`src/rtl/disp_pkg.sv`:
```
// Shared definitions for the six-digit display path.
// Digit geometry, saturation limit, converter state encoding.
package disp_pkg;

    localparam int NUM_DIGITS   = 6;
    localparam int BCD_W        = 4;
    localparam int DIGIT_W      = 8;
    localparam int BLANK_BIT    = 4;
    localparam int SAT_W        = 20;
    localparam int CNT_W        = 5;
    localparam int MAX_VAL_DFLT = 999999;

    typedef enum logic {
        IDLE = 1'b0,
        CONV = 1'b1
    } state_t;

endpackage

```
`src/rtl/bcd_add3.sv`:
```
// Double-dabble nibble corrector: adds 3 when nibble >= 5.
// Ports: nibble (in, 4b), fixed (out, 4b corrected nibble).
module bcd_add3 (
    input  logic [3:0] nibble,
    output logic [3:0] fixed
);

    assign fixed = (nibble >= 4'd5) ? nibble + 4'd3 : nibble;

endmodule

```
`src/rtl/bin2bcd_6digit.sv`:
```
// Sequential binary-to-BCD converter (one bit per clock) for the
// six-digit scan driver; saturates at MAX_VAL and flags ovf.
// Ports: clk, rst_n (sync, active-low), value[WIDTH], start,
//        busy, done (1-cycle pulse), ovf, digit0..digit5 [8].
// Option: BIN2BCD_LEAD_BLANK_EN sets bit 4 on leading-zero digits.
module bin2bcd_6digit
    import disp_pkg::*;
#(
    parameter int WIDTH   = 20,
    parameter int MAX_VAL = MAX_VAL_DFLT
) (
    input  logic               clk,
    input  logic               rst_n,
    input  logic [WIDTH-1:0]   value,
    input  logic               start,
    output logic               busy,
    output logic               done,
    output logic               ovf,
    output logic [DIGIT_W-1:0] digit0,
    output logic [DIGIT_W-1:0] digit1,
    output logic [DIGIT_W-1:0] digit2,
    output logic [DIGIT_W-1:0] digit3,
    output logic [DIGIT_W-1:0] digit4,
    output logic [DIGIT_W-1:0] digit5
);

    localparam int BCD_TOT = NUM_DIGITS * BCD_W;
    localparam logic [SAT_W-1:0] MAX_L = SAT_W'(MAX_VAL);
    localparam logic [CNT_W-1:0] LAST  = CNT_W'(WIDTH - 1);
    localparam logic [CNT_W-1:0] ONE   = CNT_W'(1);

    state_t               state_q;
    state_t               state_d;
    logic [WIDTH-1:0]     bin_q;
    logic [BCD_TOT-1:0]   bcd_q;
    logic [CNT_W-1:0]     cnt_q;
    logic                 ovf_pend_q;
    logic                 ovf_q;
    logic                 done_q;
    logic [DIGIT_W-1:0]   dig_q   [NUM_DIGITS];
    logic [DIGIT_W-1:0]   dig_nxt [NUM_DIGITS];

    logic                 accept;
    logic                 last_iter;
    logic [SAT_W-1:0]     value_ext;
    logic                 sat;
    logic [WIDTH-1:0]     load_val;
    logic [BCD_TOT-1:0]   bcd_fix;
    logic [BCD_TOT-1:0]   bcd_shift;

    // Saturation compare is always done at full 20-bit width.
    assign value_ext = SAT_W'(value);
    assign sat       = value_ext > MAX_L;
    assign load_val  = sat ? MAX_L[WIDTH-1:0] : value;

    for (genvar g = 0; g < NUM_DIGITS; g++) begin : g_add3
        bcd_add3 u_add3 (
            .nibble (bcd_q[g*BCD_W +: BCD_W]),
            .fixed  (bcd_fix[g*BCD_W +: BCD_W])
        );
    end

    // Correct first, then shift {bcd, bin} left by one.
    assign bcd_shift = {bcd_fix[BCD_TOT-2:0], bin_q[WIDTH-1]};

    always_comb begin
        state_d   = state_q;
        busy      = 1'b0;
        accept    = 1'b0;
        last_iter = 1'b0;
        unique case (state_q)
            IDLE: begin
                if (start) begin
                    accept  = 1'b1;
                    state_d = CONV;
                end
            end
            CONV: begin
                busy = 1'b1;
                if (cnt_q == LAST) begin
                    last_iter = 1'b1;
                    state_d   = IDLE;
                end
            end
            default: state_d = IDLE;
        endcase
    end

`ifdef BIN2BCD_LEAD_BLANK_EN
    logic lead_zero;

    // A digit is blank when it and every more significant digit is 0.
    always_comb begin
        lead_zero = 1'b1;
        for (int k = 0; k < NUM_DIGITS; k++) begin
            dig_nxt[k] = DIGIT_W'(bcd_shift[k*BCD_W +: BCD_W]);
        end
        for (int k = NUM_DIGITS - 1; k >= 1; k--) begin
            lead_zero = lead_zero &
                (bcd_shift[k*BCD_W +: BCD_W] == '0);
            dig_nxt[k][BLANK_BIT] = lead_zero;
        end
    end
`else
    always_comb begin
        for (int k = 0; k < NUM_DIGITS; k++) begin
            dig_nxt[k] = DIGIT_W'(bcd_shift[k*BCD_W +: BCD_W]);
        end
    end
`endif

    always_ff @(posedge clk) begin
        if (!rst_n) begin
            state_q <= IDLE;
        end else begin
            state_q <= state_d;
        end
    end

    always_ff @(posedge clk) begin
        if (!rst_n) begin
            bin_q      <= '0;
            bcd_q      <= '0;
            cnt_q      <= '0;
            ovf_pend_q <= 1'b0;
            ovf_q      <= 1'b0;
            done_q     <= 1'b0;
            for (int k = 0; k < NUM_DIGITS; k++) begin
                dig_q[k] <= '0;
            end
        end else begin
            done_q <= 1'b0;
            if (accept) begin
                bin_q      <= load_val;
                bcd_q      <= '0;
                cnt_q      <= '0;
                ovf_pend_q <= sat;
            end else if (busy) begin
                bcd_q <= bcd_shift;
                bin_q <= bin_q << 1;
                cnt_q <= cnt_q + ONE;
                if (last_iter) begin
                    for (int k = 0; k < NUM_DIGITS; k++) begin
                        dig_q[k] <= dig_nxt[k];
                    end
                    ovf_q  <= ovf_pend_q;
                    done_q <= 1'b1;
                end
            end
        end
    end

    assign done   = done_q;
    assign ovf    = ovf_q;
    assign digit0 = dig_q[0];
    assign digit1 = dig_q[1];
    assign digit2 = dig_q[2];
    assign digit3 = dig_q[3];
    assign digit4 = dig_q[4];
    assign digit5 = dig_q[5];

endmodule

```
`config.mk`:
```
export PLATFORM = sky130hd
export DESIGN_NAME = bin2bcd_6digit
export DESIGN_NICKNAME = d
export VERILOG_FILES = /design/src/rtl/disp_pkg.sv /design/src/rtl/bcd_add3.sv /design/src/rtl/bin2bcd_6digit.sv
export SDC_FILE = /design/constraint.sdc
export NUM_CORES = 1
export LEC_CHECK = 0
export BUFFER_PORTS_ARGS = -buffer_cell sky130_fd_sc_hd__buf_4
export CAP_MARGIN = 40
export CORE_MARGIN = 8
export CORE_UTILIZATION = 25
export DETAILED_ROUTE_END_ITERATION = 6
export PLACE_DENSITY = 0.47
export SYNTH_ARGS = -nofsm -noshare
export SYNTH_HDL_FRONTEND = slang
export SYNTH_SLANG_ARGS = --single-unit
```
`constraint.sdc`:
```
create_clock -name clk -period 4.9 [get_ports clk]
set_input_delay 0.49 -clock clk [delete_from_list [all_inputs] [get_ports clk]]
set_output_delay 0.49 -clock clk [all_outputs]
set_load 0.02 [all_outputs]
```
# == After elaboration in Yosys (flattened, before gate mapping) ==
# Memories as Yosys holds them, arrays and structs flattened.
# Cells that the tools add are included.
# word_totals
mem_count,1
register_bits,53
latchBits,0
out_inout_bits,51
rom_bits,0
ram_bits,24
# mem_list
name,depth,word_bits,read_ports,rd_clocked_by_memory_dff,wr,line_no,rtl
dig_q,6,4,6,0,6,bin2bcd_6digit.sv:40,logic [DIGIT_W-1:0] dig_q [NUM_DIGITS];
# op_classes
div_mod_pow,0
shift,0
eq_ne,1
mul,0
bitwise_logic,9
muxes,28
n_lt_le_gt_ge,7
addsub,7
n_reduce_logical,3
# ops
cell,count
two-way mux 20 bit,3
two-way mux 4 bit,11
greater-or-equal comparator 4 x 3 -> 1 bit (second input constant),6
adder 4 x 2 -> 4 bit (second input constant),5
greater-than comparator 20 bit (second input constant),1
two-way mux 1 bit,12
bitwise OR 1 bit,6
adder 5 x 1 -> 5 bit (second input constant),1
equality test 5 bit (second input constant),1
adder 3 x 2 -> 3 bit (second input constant),1
two-way mux 3 bit,1
inverter 1 bit,3
AND reduction 3 bit,1
one-hot mux 1 bit (2 select lines),1
nonzero test 2 bit,1
OR reduction 2 bit,1

# == Longest topological paths before layout ==
# Gate-level depths: netlist (run 1).
# logic_depth
depth_word,9
depth_mapped,7

# == By module ==
# From an unflattened synthesis (run 1), not the netlist that was laid out.
# unflattened
cells_unflattened,422
area_unflattened_um2,4047.6
# modules_own_cells
module,area_each_um2,cells_each,seq_area_each_um2,instances
bin2bcd_6digit,3439.5,326,1781.7,1
bcd_add3,101.3,16,0.0,6

# == Worst setup path before layout (run 1) ==
# No wires, ideal clock.
# synth_timing
kind,register to register
from,register state_q
to,memory dig_q[0][0] in the netlist's numbering (enable)
setup_slack_ns,2.802
arrival_time_ns,1.716
setup_time_ns,0.382
path_stages_with_launch,5
period_less_slack_ns,2.098
cell_sequence,dfxtp_1 -> buf_4 -> nand2_2 -> or4b_4 -> nand2_1
# synth_lines
element,line_no,rtl
"start, declared",bin2bcd_6digit.sv:32,state_t state_q;
"start signal, assigned",bin2bcd_6digit.sv:116,state_q <= state_d;
"end, declared",bin2bcd_6digit.sv:40,

==> impl_metrics.ini, run 1 <==
[placement]
gp_congestion = 0.7659
io_buffers = 49
place_hpwl_microns = 6284

[grt]
grt_max_degree = 48
grt_use_total_pct = 9.458
grt_pass1_wl_microns = 14190
antenna_found_initial = 0
grt_overflow_total = 0
first_global_vias = 2913

[logic_synthesis]
synth_xor_area_share_pct = 2.356
synth_edf_count = 24
yosys.area_share.adder_pct = 4.376
synth_top_family_by_area = compound AO/OA/AOI/OAI gates
synth-compound-area-share_pct = 16.43
synth-simple-area-share_pct = 14.71
syn-cell-area_sq_um = 3717
synthMuxAreaShare_pct = 3.972
synthCells = 403
syn_area_per_cell_sq_um = 9.224
yosysSeqAreaShare_pct = 47.93
yosysUniqueCellTypes = 38
yosysTopAreaCell = dfxtp_1
yosysWarnings = 0
synth_flop_cell = dfxtp_1
synth_top_cells_by_area = dfxtp_1 (29%), edfxtp_1 (19%), buf_4 (5.0%), a21oi_1 (4.8%), nor2_1 (4.5%)
yosysTopAreaCellShare_pct = 28.54
ys_ff_latch = 77
synthArstFlopShare_pct = 0

[clocking]
cts_resized = 0
htree_num_levels = 3
root_buffer = clkbuf_16
cts_hold_buf = 0
cts.sinks = 77
postCtsSetupRepairBufs = 0
worstSkewPairLatency_ns = 0.33
cts.clk_slew.worst_paths_ns = 0.06
cts_buffer_depth = 2
cts_made_buffers = 9
tritoncts = built

[power_and_ir_drop]
leakagePower_nw = 1.736
power_frac_clock_pct = 42.0
power_switching_w = 0.0003854
p_comb_share_pct = 10.7
power.share.sequential_pct = 47.3
sw_frac_of_total_pct = 26.21
internal_power_w = 0.001085
powerDensity_nw_per_um2 = 327.7
vdd_ir_drop_max_v = 0.0001759

[die]
die_h_microns = 137.9
io_pins = 74
start_util_pct = 25.58
dieArea_sq_um = 19030
die_w_microns = 137.9
coreArea_sq_um = 14530
rows = 44

[cells_and_area]
area_delta_synth_final_pct = 20.73
nets = 484
num_antenna_cells = 0
seqCellArea_sq_um = 1783
num-fill-cells = 1540
multiInputGateArea_sq_um = 1649
drive_gt1_share_pct = 17.44

[sta]
fin_crit_ns = 2.127
fin_setup_tns_ns = 0
setup_viol = 0
fmax_mhz = 470.1
tightest_slew_ns = 0.6421
slew_headroom_pct = 57.19
fin_crit_sh_pct = 43.42
rsz0062_at_grt = false
skew_ns = 0.006816
hold_viol = 0
hold_ws_ns = 0.4179
slew_violations = 0

[routing]
dr.pass1.iters = 4
wl_microns = 8777
via_per_inst = 4.587
ant_nets = 0
dr_total_vias = 2922
drc = 0
drt-initial-drc-count = 180
routedWlPerCell_microns = 13.78

[worst_setup_path]
critical_path_buf_inv_count = 1
slowest_delay_ns = 0.50
worst-setup-path-type = reg -> reg
critPathMaxFanout = 13
cpMaxStageDelayCell = or4b_4
crit_chain = ha_1 -> nand2_2 -> or4b_4 -> or2_1 -> buf_8 -> nor3b_1
required_ns = 5.07
arrival_ns = 2.30
endpoint_kind = flop
critical-path-top-delay-family = simple AND/OR/NAND/NOR gates
start_kind = flop

[hold_path]
hp-class = in -> reg

[run]
maxCapViolCount = 0

[status]
status = finished clean
[layout by cell type (no fill, tap or decap), types with 7 or more instances in the layout]
| cell type | instances |
|---|---|
| nand3_1 | 10 |
| nand2_1 | 24 |
| nor3b_1 | 7 |
| dfxtp_1 | 52 |
| edfxtp_1 | 24 |
| mux2i_1 | 8 |
| clkbuf_16 | 9 |
| buf_4 | 51 |
| inv_1 | 26 |
| ha_1 | 13 |
| a21oi_1 | 36 |
| xnor2_1 | 7 |
| and3_1 | 7 |
| a211oi_1 | 13 |
| o22ai_1 | 17 |
| nor2b_1 | 7 |
| nor2_1 | 45 |
| conb_1 | 24 |
| o21ai_0 | 27 |
[kinds of logic after synthesis]
family / Yosys count
AND/OR/NAND/NOR: 114
multiplexers: 14
XOR/XNOR: 10
adder cells (fa/ha/maj): 13
other: 1
buffers and inverters: 69
flip-flops: 77
AO/OA/AOI/OAI: 105
[metrics by stage]
| stage | cell area [sq um] | power [W] | setup slack (ns) | util, % | cells |
|---|---|---|---|---|---|
| final | 4488 | 0.001471 | 2.773 | 30.88 | 637 |
| after global routing | 4488 | 0.001536 | 2.651 | 30.88 | 637 |
| after CTS | 4488 | 0.001490 | 2.749 | 30.88 | 637 |
| after detailed placement | 4213 | 0.0008679 | 2.705 | 28.99 | 621 |
| after global placement | 4143 | 0.0008594 | 2.546 | 28.50 | 618 |
| after floorplan | 3804 | 0.0008235 | 2.802 | - | 426 |
[path summary, 6_finish.rpt]
check | from | to | slack, ns | depth (start not counted)
setup reg to reg | cnt_q[0] | dig_q[5][2] | 2.77 | 6
hold / removal | value[13] | bin_q[13] | 0.42 | 3
hold reg to reg | ovf_pend_q | ovf_pend_q | 0.49 | 2
setup / recovery | cnt_q[0] | dig_q[5][2] | 2.77 | 6
[worst min-delay path, stage by stage]
cell	delay, ns
buf_4	0.08
inv_1	0.04
o22ai_1	0.09
[area by class of cell]
type / count / share of cell area [%]
Inverter: 26 / 2.175
Sequential cell: 77 / 39.73
Timing Repair Buffer: 54 / 10.09
Clock inverter: 7 / 1.115
Multi-Input combinational cell: 280 / 36.74
Tap cell: 184 / 5.130
Clock buffer: 9 / 5.018
[registers in the layout (all words and copies together), names as in the netlist]
register,cells
bcd_q,24
state_q,1
ovf,1
dig_q,24
ovf_pend_q,1
cnt_q,5
done,1
bin_q,20
[metal layers]
| layer | track usage [%] | share of wire (%) | up-vias |
|---|---|---|---|
| met4 | 3.761 | 1.7 | 0 |
| met5 | 0 | 0 | - |
| met3 | 3.261 | 5.3 | 13 |
| met1 | 11.65 | 46 | 1379 |
| met2 | 14.82 | 47 | 76 |
| li1 | - | - | 1454 |
[power by group through the flow]
stage	Combinational (W)	Sequential [W]	Clock (W)
after floorplan	0.000109	0.000714	0
after global placement	0.000150	0.000709	0
after detailed placement	0.000159	0.000709	0
after CTS	0.000159	0.000695	0.000636
after global routing	0.000176	0.000698	0.000662
final	0.000158	0.000695	0.000618
[synthesized netlist by cell type (2+ instances only)]
cell type / count
inv_1: 26
nand2_1: 24
o22ai_1: 17
nor3b_1: 7
nand3_1: 10
mux2_2: 6
o31ai_1: 3
mux2i_1: 8
nand4_1: 3
ha_1: 13
nor2b_1: 7
dfxtp_1: 53
a211oi_1: 13
a21oi_1: 36
and3_1: 7
xnor2_1: 7
o21ai_0: 28
buf_4: 25
a31oi_1: 2
clkbuf_1: 13
a211o_1: 2
buf_6: 3
edfxtp_1: 24
xor2_1: 3
nand2b_1: 6
nor2_1: 45
Power figures use the tool's default switching activity.
==> run 2: changes to the inputs <==
Settings changed: ABC_AREA set to 1, PLACE_DENSITY 0.47 to 0.46.
Clock period 4.9 ns to 2.1 ns, I/O delays scaled along.
==> run 2 against run 1 <==
Synthesized cell count is 22% higher; wire length down 1.9%; first-iteration DRC count down 32%; critical path type unchanged; clock skew fell by 0.0025 ns; area after synthesis rose by 4.5%; critical endpoint is now dig_q[2][3].
==> impl_metrics.ini, run 2 <==
[worst_setup_path]
endpoint = dig_q[2][3]
crit_path_start = cnt_q[0]
reg2reg_depth = 4
critical_path_buf_inv_count = 1
slowest_delay_ns = 0.37
crit_chain = ha_1 -> nand3_2 -> nand2_1 -> buf_12
critical-path-top-delay-family = simple AND/OR/NAND/NOR gates
required_ns = 2.14
worst-r2r-setup-slack_ns = 0.50
rr_startpoint = cnt_q[0]
endpoint_kind = flop
r2r-end = dig_q[2][3]
critPathMaxFanout = 18
start_kind = flop
path_depth = 4
worst-setup-path-type = reg -> reg
arrival_ns = 1.64
cpMaxStageDelayCell = dfxtp_1

[sta]
setup_viol = 0
slew_headroom_pct = 63.30
rsz0062_at_grt = false
tightest_slew_ns = 0.5497
slew_violations = 0
setup_slack_ns = 0.4959
fmax_mhz = 623.4
fin_crit_sh_pct = 76.39
hold_viol = 0
fin_setup_tns_ns = 0
fin_crit_ns = 1.604
skew_ns = 0.004289

[logic_synthesis]
yosys-top-cells-count = nand2_1 (125), inv_1 (69), dfxtp_1 (53)
yosysTopAreaCell = dfxtp_1
syn_area_per_cell_sq_um = 7.899
synth_top_cells_by_area = dfxtp_1 (27%), edfxtp_1 (19%), nand2_1 (12%), inv_1 (6.7%), buf_4 (5.6%)
yosysWarnings = 0
yosysTopAreaCellShare_pct = 27.30
syn-cell-area_sq_um = 3886
yosysUniqueCellTypes = 29
post-synth-top-count-cell = nand2_1
synth_flop_cell = dfxtp_1
synthCells = 492
synthArstFlopShare_pct = 0
ys_ff_latch = 77
yosysSeqAreaShare_pct = 45.85
synth_edf_count = 24

[clocking]
tritoncts = built
cts_buffer_depth = 2
cts_hold_buf = 0
htree_num_levels = 3
worstSkewPairLatency_ns = 0.33
cts.clk_slew.worst_paths_ns = 0.06
root_buffer = clkbuf_16
postCtsSetupRepairBufs = 0
cts.sinks = 77
cts_resized = 0
cts_made_buffers = 9

[cells_and_area]
final_cell_mix = nand2_1 (125), inv_1 (69), buf_4 (55), dfxtp_1 (52), a21oi_1 (37)
nets = 577
layout_commonest_cell = nand2_1
num_antenna_cells = 0
area_delta_synth_final_pct = 19.96
stdcell_area_sq_um = 4662
drive_gt1_share_pct = 16.85
num-fill-cells = 1662
finish.utilization_pct = 30.67
top_regs = bcd_q x24, dig_q x24, bin_q x20

[die]
die_h_microns = 140.7
start_util_pct = 25.56
dieArea_sq_um = 19790
die_w_microns = 140.7
io_pins = 74
rows = 45
coreArea_sq_um = 15200

[routing]
via_per_inst = 4.139
dr_total_vias = 3038
wl_microns = 8613
ant_nets = 0
drc = 0
routedWlPerCell_microns = 11.73
drt-initial-drc-count = 122
dr.pass1.iters = 4

[power_and_ir_drop]
vdd_ir_drop_max_v = 0.0003888
leakagePower_nw = 2.169
powerDensity_nw_per_um2 = 791.6

[placement]
placedInstanceArea_sq_um = 4355
place_ws_ns = 0.4753
io_buffers = 49
place_hpwl_microns = 6221
gp_congestion = 0.7644

[run]
maxCapViolCount = 0

[status]
status = finished clean

[grt]
first_global_vias = 3128
grt_pass1_wl_microns = 14420
grt_max_degree = 39
grt_overflow_total = 0
antenna_found_initial = 0
grt_use_total_pct = 9.023

[hold_path]
hp-class = in -> reg
min-delay-start = value[17]
==> run 2: final cells by class <==
| class | count | area, sq um | area share (%) |
|---|---|---|---|
| inverters | 73 | 274.0 | 5.878 |
| clock buffers | 10 | 229.0 | 4.911 |
| well taps | 188 | 235.2 | 5.046 |
| flip-flops and latches | 77 | 1783 | 38.24 |
| clock inverters | 6 | 77.57 | 1.664 |
| multi-input cells | 324 | 1630 | 34.97 |
| repair buffers | 56 | 432.9 | 9.286 |
==> run 2: logic make-up (layout without fill, tap and decap cells) <==
family | after synthesis | in the layout | share of synthesized area, %
and+or+nand+nor | 197 | 197 | 21.60
buffers and inverters | 114 | 145 | 14.42
AOI/OAI and AO/OA | 78 | 78 | 11.14
DFF | 77 | 77 | 45.85
adders and majority gates | 13 | 13 | 4.186
xor gates and xnor gates | 12 | 12 | 2.704
other | 1 | 24 | 0.09649
==> run 2: power by group <==
part | leakage [nW] | switching, W | internal (W)
sequential | 0.681 | 0.0000404 | 0.00160
clock | 0.151 | 0.000583 | 0.00103
combinational | 1.34 | 0.000285 | 0.000152
total | 2.17 | 0.000909 | 0.00278
==> run 2: how the worst min path moves through the flow <==
stage | cells past startpoint | slack [ns] | end
2_1_floorplan | 4 | 0.40 | bin_q[17]
3_5_place_dp | 2 | 0.45 | ovf
6_report | 5 | 0.16 | bin_q[17]
3_3_place_gp | 2 | 0.43 | ovf
4_1_cts | 5 | 0.15 | bin_q[17]
5_1_grt | 5 | 0.17 | bin_q[17]
==> run 2: worst reg2reg max path, cell delays in order, from the launching register on <==
cell	delay, ns
dfxtp_1	0.37
ha_1	0.22
nand3_2	0.13
nand2_1	0.36
buf_12	0.23
==> run 2: through the flow <==
| step | hold WS [ns] | cells | power (W) |
|---|---|---|---|
| floorplan | 0.3960 | 515 | 0.002010 |
| global placement | 0.4333 | 718 | 0.002107 |
| detailed placement | 0.4483 | 718 | 0.002113 |
| CTS | 0.1503 | 734 | 0.003749 |
| global route | 0.1732 | 734 | 0.003878 |
| finish | 0.1623 | 734 | 0.003690 |
==> run 2: metal layers <==
layer  part of all wire [%]  global-route usage [%]
met3                    6.3                   3.747
met4                    1.1                   3.337
met5                      0                       0
met1                     47                   10.67
met2                     45                   14.36
==> run 3: changes to the inputs <==
Settings changed: PLACE_DENSITY 0.46 to 0.48.
Clock period 2.1 ns to 1.4 ns, I/O delays scaled along.
==> run 3 against run 2 <==
Critical endpoint is now dig_q[3][0]; largest cell class unchanged; worst setup slack got worse by 0.42 ns; via count rose by 4.0%; first-iteration DRC count fell by 9.8%; critical path depth rose by 4; flip-flop and latch count did not move; combinational power rose by 71%; count of clock-buffer cells in the layout rose by 4; fmax rose by 21%.
==> impl_metrics.ini, run 3 (same netlist as run 2, synthesis figures left out) <==
[worst_setup_path]
endpoint_kind = flop
worst-r2r-setup-slack_ns = 0.08
endpoint = dig_q[3][0]
worst-setup-path-type = reg -> reg
start_kind = flop
crit_chain = inv_2 -> ha_2 -> inv_1 -> nand2_2 -> nand3_2 -> buf_4 -> nand2_1 -> nor2_1
rr_startpoint = bcd_q[9]
arrival_ns = 1.41
crit_path_start = bcd_q[9]
required_ns = 1.49
reg2reg_depth = 8
slowest_delay_ns = 0.32
r2r-end = dig_q[3][0]
cpMaxStageDelayCell = dfxtp_2
critPathMaxFanout = 4

[cells_and_area]
stdcell_area_sq_um = 5041
nets = 599
final_cell_mix = nand2_1 (119), buf_4 (75), inv_1 (62), dfxtp_1 (42), a21oi_1 (37)
top_regs = bcd_q x24, dig_q x24, bin_q x20
area_delta_synth_final_pct = 29.72
layout_commonest_cell = nand2_1
drive_gt1_share_pct = 28.52
num_antenna_cells = 0
finalNonFillerCells = 756

[placement]
dp_cells = 739
io_buffers = 49
place_hpwl_microns = 6477
placedInstanceArea_sq_um = 4541
place_ws_ns = -0.02724
gp_congestion = 0.8122

[power_and_ir_drop]
vdd_ir_drop_max_v = 0.0006090
power.share.sequential_pct = 43.0
p_total_w = 0.005738
p_comb_share_pct = 13.0
internal_power_w = 0.004325
powerDensity_nw_per_um2 = 1138
leakagePower_nw = 2.351
sw_frac_of_total_pct = 24.63
power_frac_clock_pct = 44.0
power_switching_w = 0.001413

[sta]
rsz0062_at_grt = true
hold_viol = 0
fin_crit_sh_pct = 94.63
setup_slack_ns = 0.07515
fin_crit_ns = 1.325
fmax_mhz = 754.8
slew_violations = 0
skew_ns = 0.006945
setup_viol = 0
hold_ws_ns = 0.09440

[status]
status = finished clean

[routing]
via_per_inst = 4.180
routed.top_layer = met4
drt-initial-drc-count = 110
dr.pass1.iters = 4
wl_microns = 8993
dr_wl_met3_microns = 438
dr_total_vias = 3160
wl_met2_microns = 4284
routedWlPerCell_microns = 11.90
ant_nets = 0
drc = 0
wl_met1_microns = 4176

[die]
io_pins = 74
start_util_pct = 25.56
die_h_microns = 140.7
coreArea_sq_um = 15200
rows = 45
die_w_microns = 140.7
dieArea_sq_um = 19790

[hold_path]
hold_depth = 5
hp-class = in -> reg

[grt]
first_global_vias = 3125
grt_overflow_total = 0
grt_pass1_wl_microns = 14540
antenna_found_initial = 0
grt_max_degree = 29
grt_use_total_pct = 8.977

[run]
maxCapViolCount = 0

[clocking]
tritoncts = built
cts_buffer_depth = 2
root_buffer = clkbuf_16
cts_made_buffers = 9
cts.sinks = 77
worstSkewPairLatency_ns = 0.33
cts.clk_slew.worst_paths_ns = 0.06
htree_num_levels = 3
==> run 3: area by class of cell <==
type	instances	area, sq um
sequential	77	1795
multi-input combinational	324	1780
inverter	73	274.0
clock buffer	14	295.3
clock inverter	2	37.54
fill	1615	10160
tap	188	235.2
timing repair buffer	78	623.1
==> run 3: worst min path at each step <==
| stage | start | end | slack, ns |
|---|---|---|---|
| 2_1_floorplan | value[17] | bin_q[17] | 0.33 |
| 3_3_place_gp | value[16] | bin_q[16] | 0.43 |
| 3_5_place_dp | value[17] | bin_q[17] | 0.43 |
| 4_1_cts | value[16] | bin_q[16] | 0.08 |
| 5_1_grt | value[17] | bin_q[17] | 0.10 |
| 6_report | value[16] | bin_q[16] | 0.09 |
==> run 3: per-layer routing <==
metal,vias up,GRT usage [%]
met5,-,0
met4,0,2.885
met3,8,3.241
met2,77,14.90
met1,1430,10.58
li1,1645,-
==> run 3: stage by stage <==
| stage | setup TNS, ns | utilization [%] |
|---|---|---|
| 5_1_grt | -0.08253 | 33.16 |
| 4_1_cts | 0 | 32.12 |
| 2_1_floorplan | 0 | - |
| 6_report | 0 | 33.16 |
| 3_3_place_gp | 0 | 29.87 |
| 3_5_place_dp | -0.03234 | 29.87 |
==> run 3: power by group through the flow <==
stage | clock, W | combinational [W] | sequential [W]
2_1_floorplan | 0 | 0.000490 | 0.00253
5_1_grt | 0.00271 | 0.000834 | 0.00248
3_3_place_gp | 0 | 0.000694 | 0.00251
3_5_place_dp | 0 | 0.000706 | 0.00251
4_1_cts | 0.00259 | 0.000711 | 0.00246
6_report | 0.00252 | 0.000747 | 0.00247
==> run 3: worst max-delay path: cells and delay by family (launching register included) <==
kind / cells / cell delay [ns]
adder cells (fa/ha/maj): 1 / 0.16
AND/OR/NAND/NOR: 4 / 0.32
flip-flops: 1 / 0.32
buffers and inverters: 3 / 0.27
==> run 3: repair_timing <==
item	4_1_cts	5_1_grt
hold buffers	0	0
gates cloned	0	0
resized for setup	5	50
buffers inserted	0	1
hold endpoints to repair	0	0
pin swaps	2	7
setup endpoints to repair	6	32
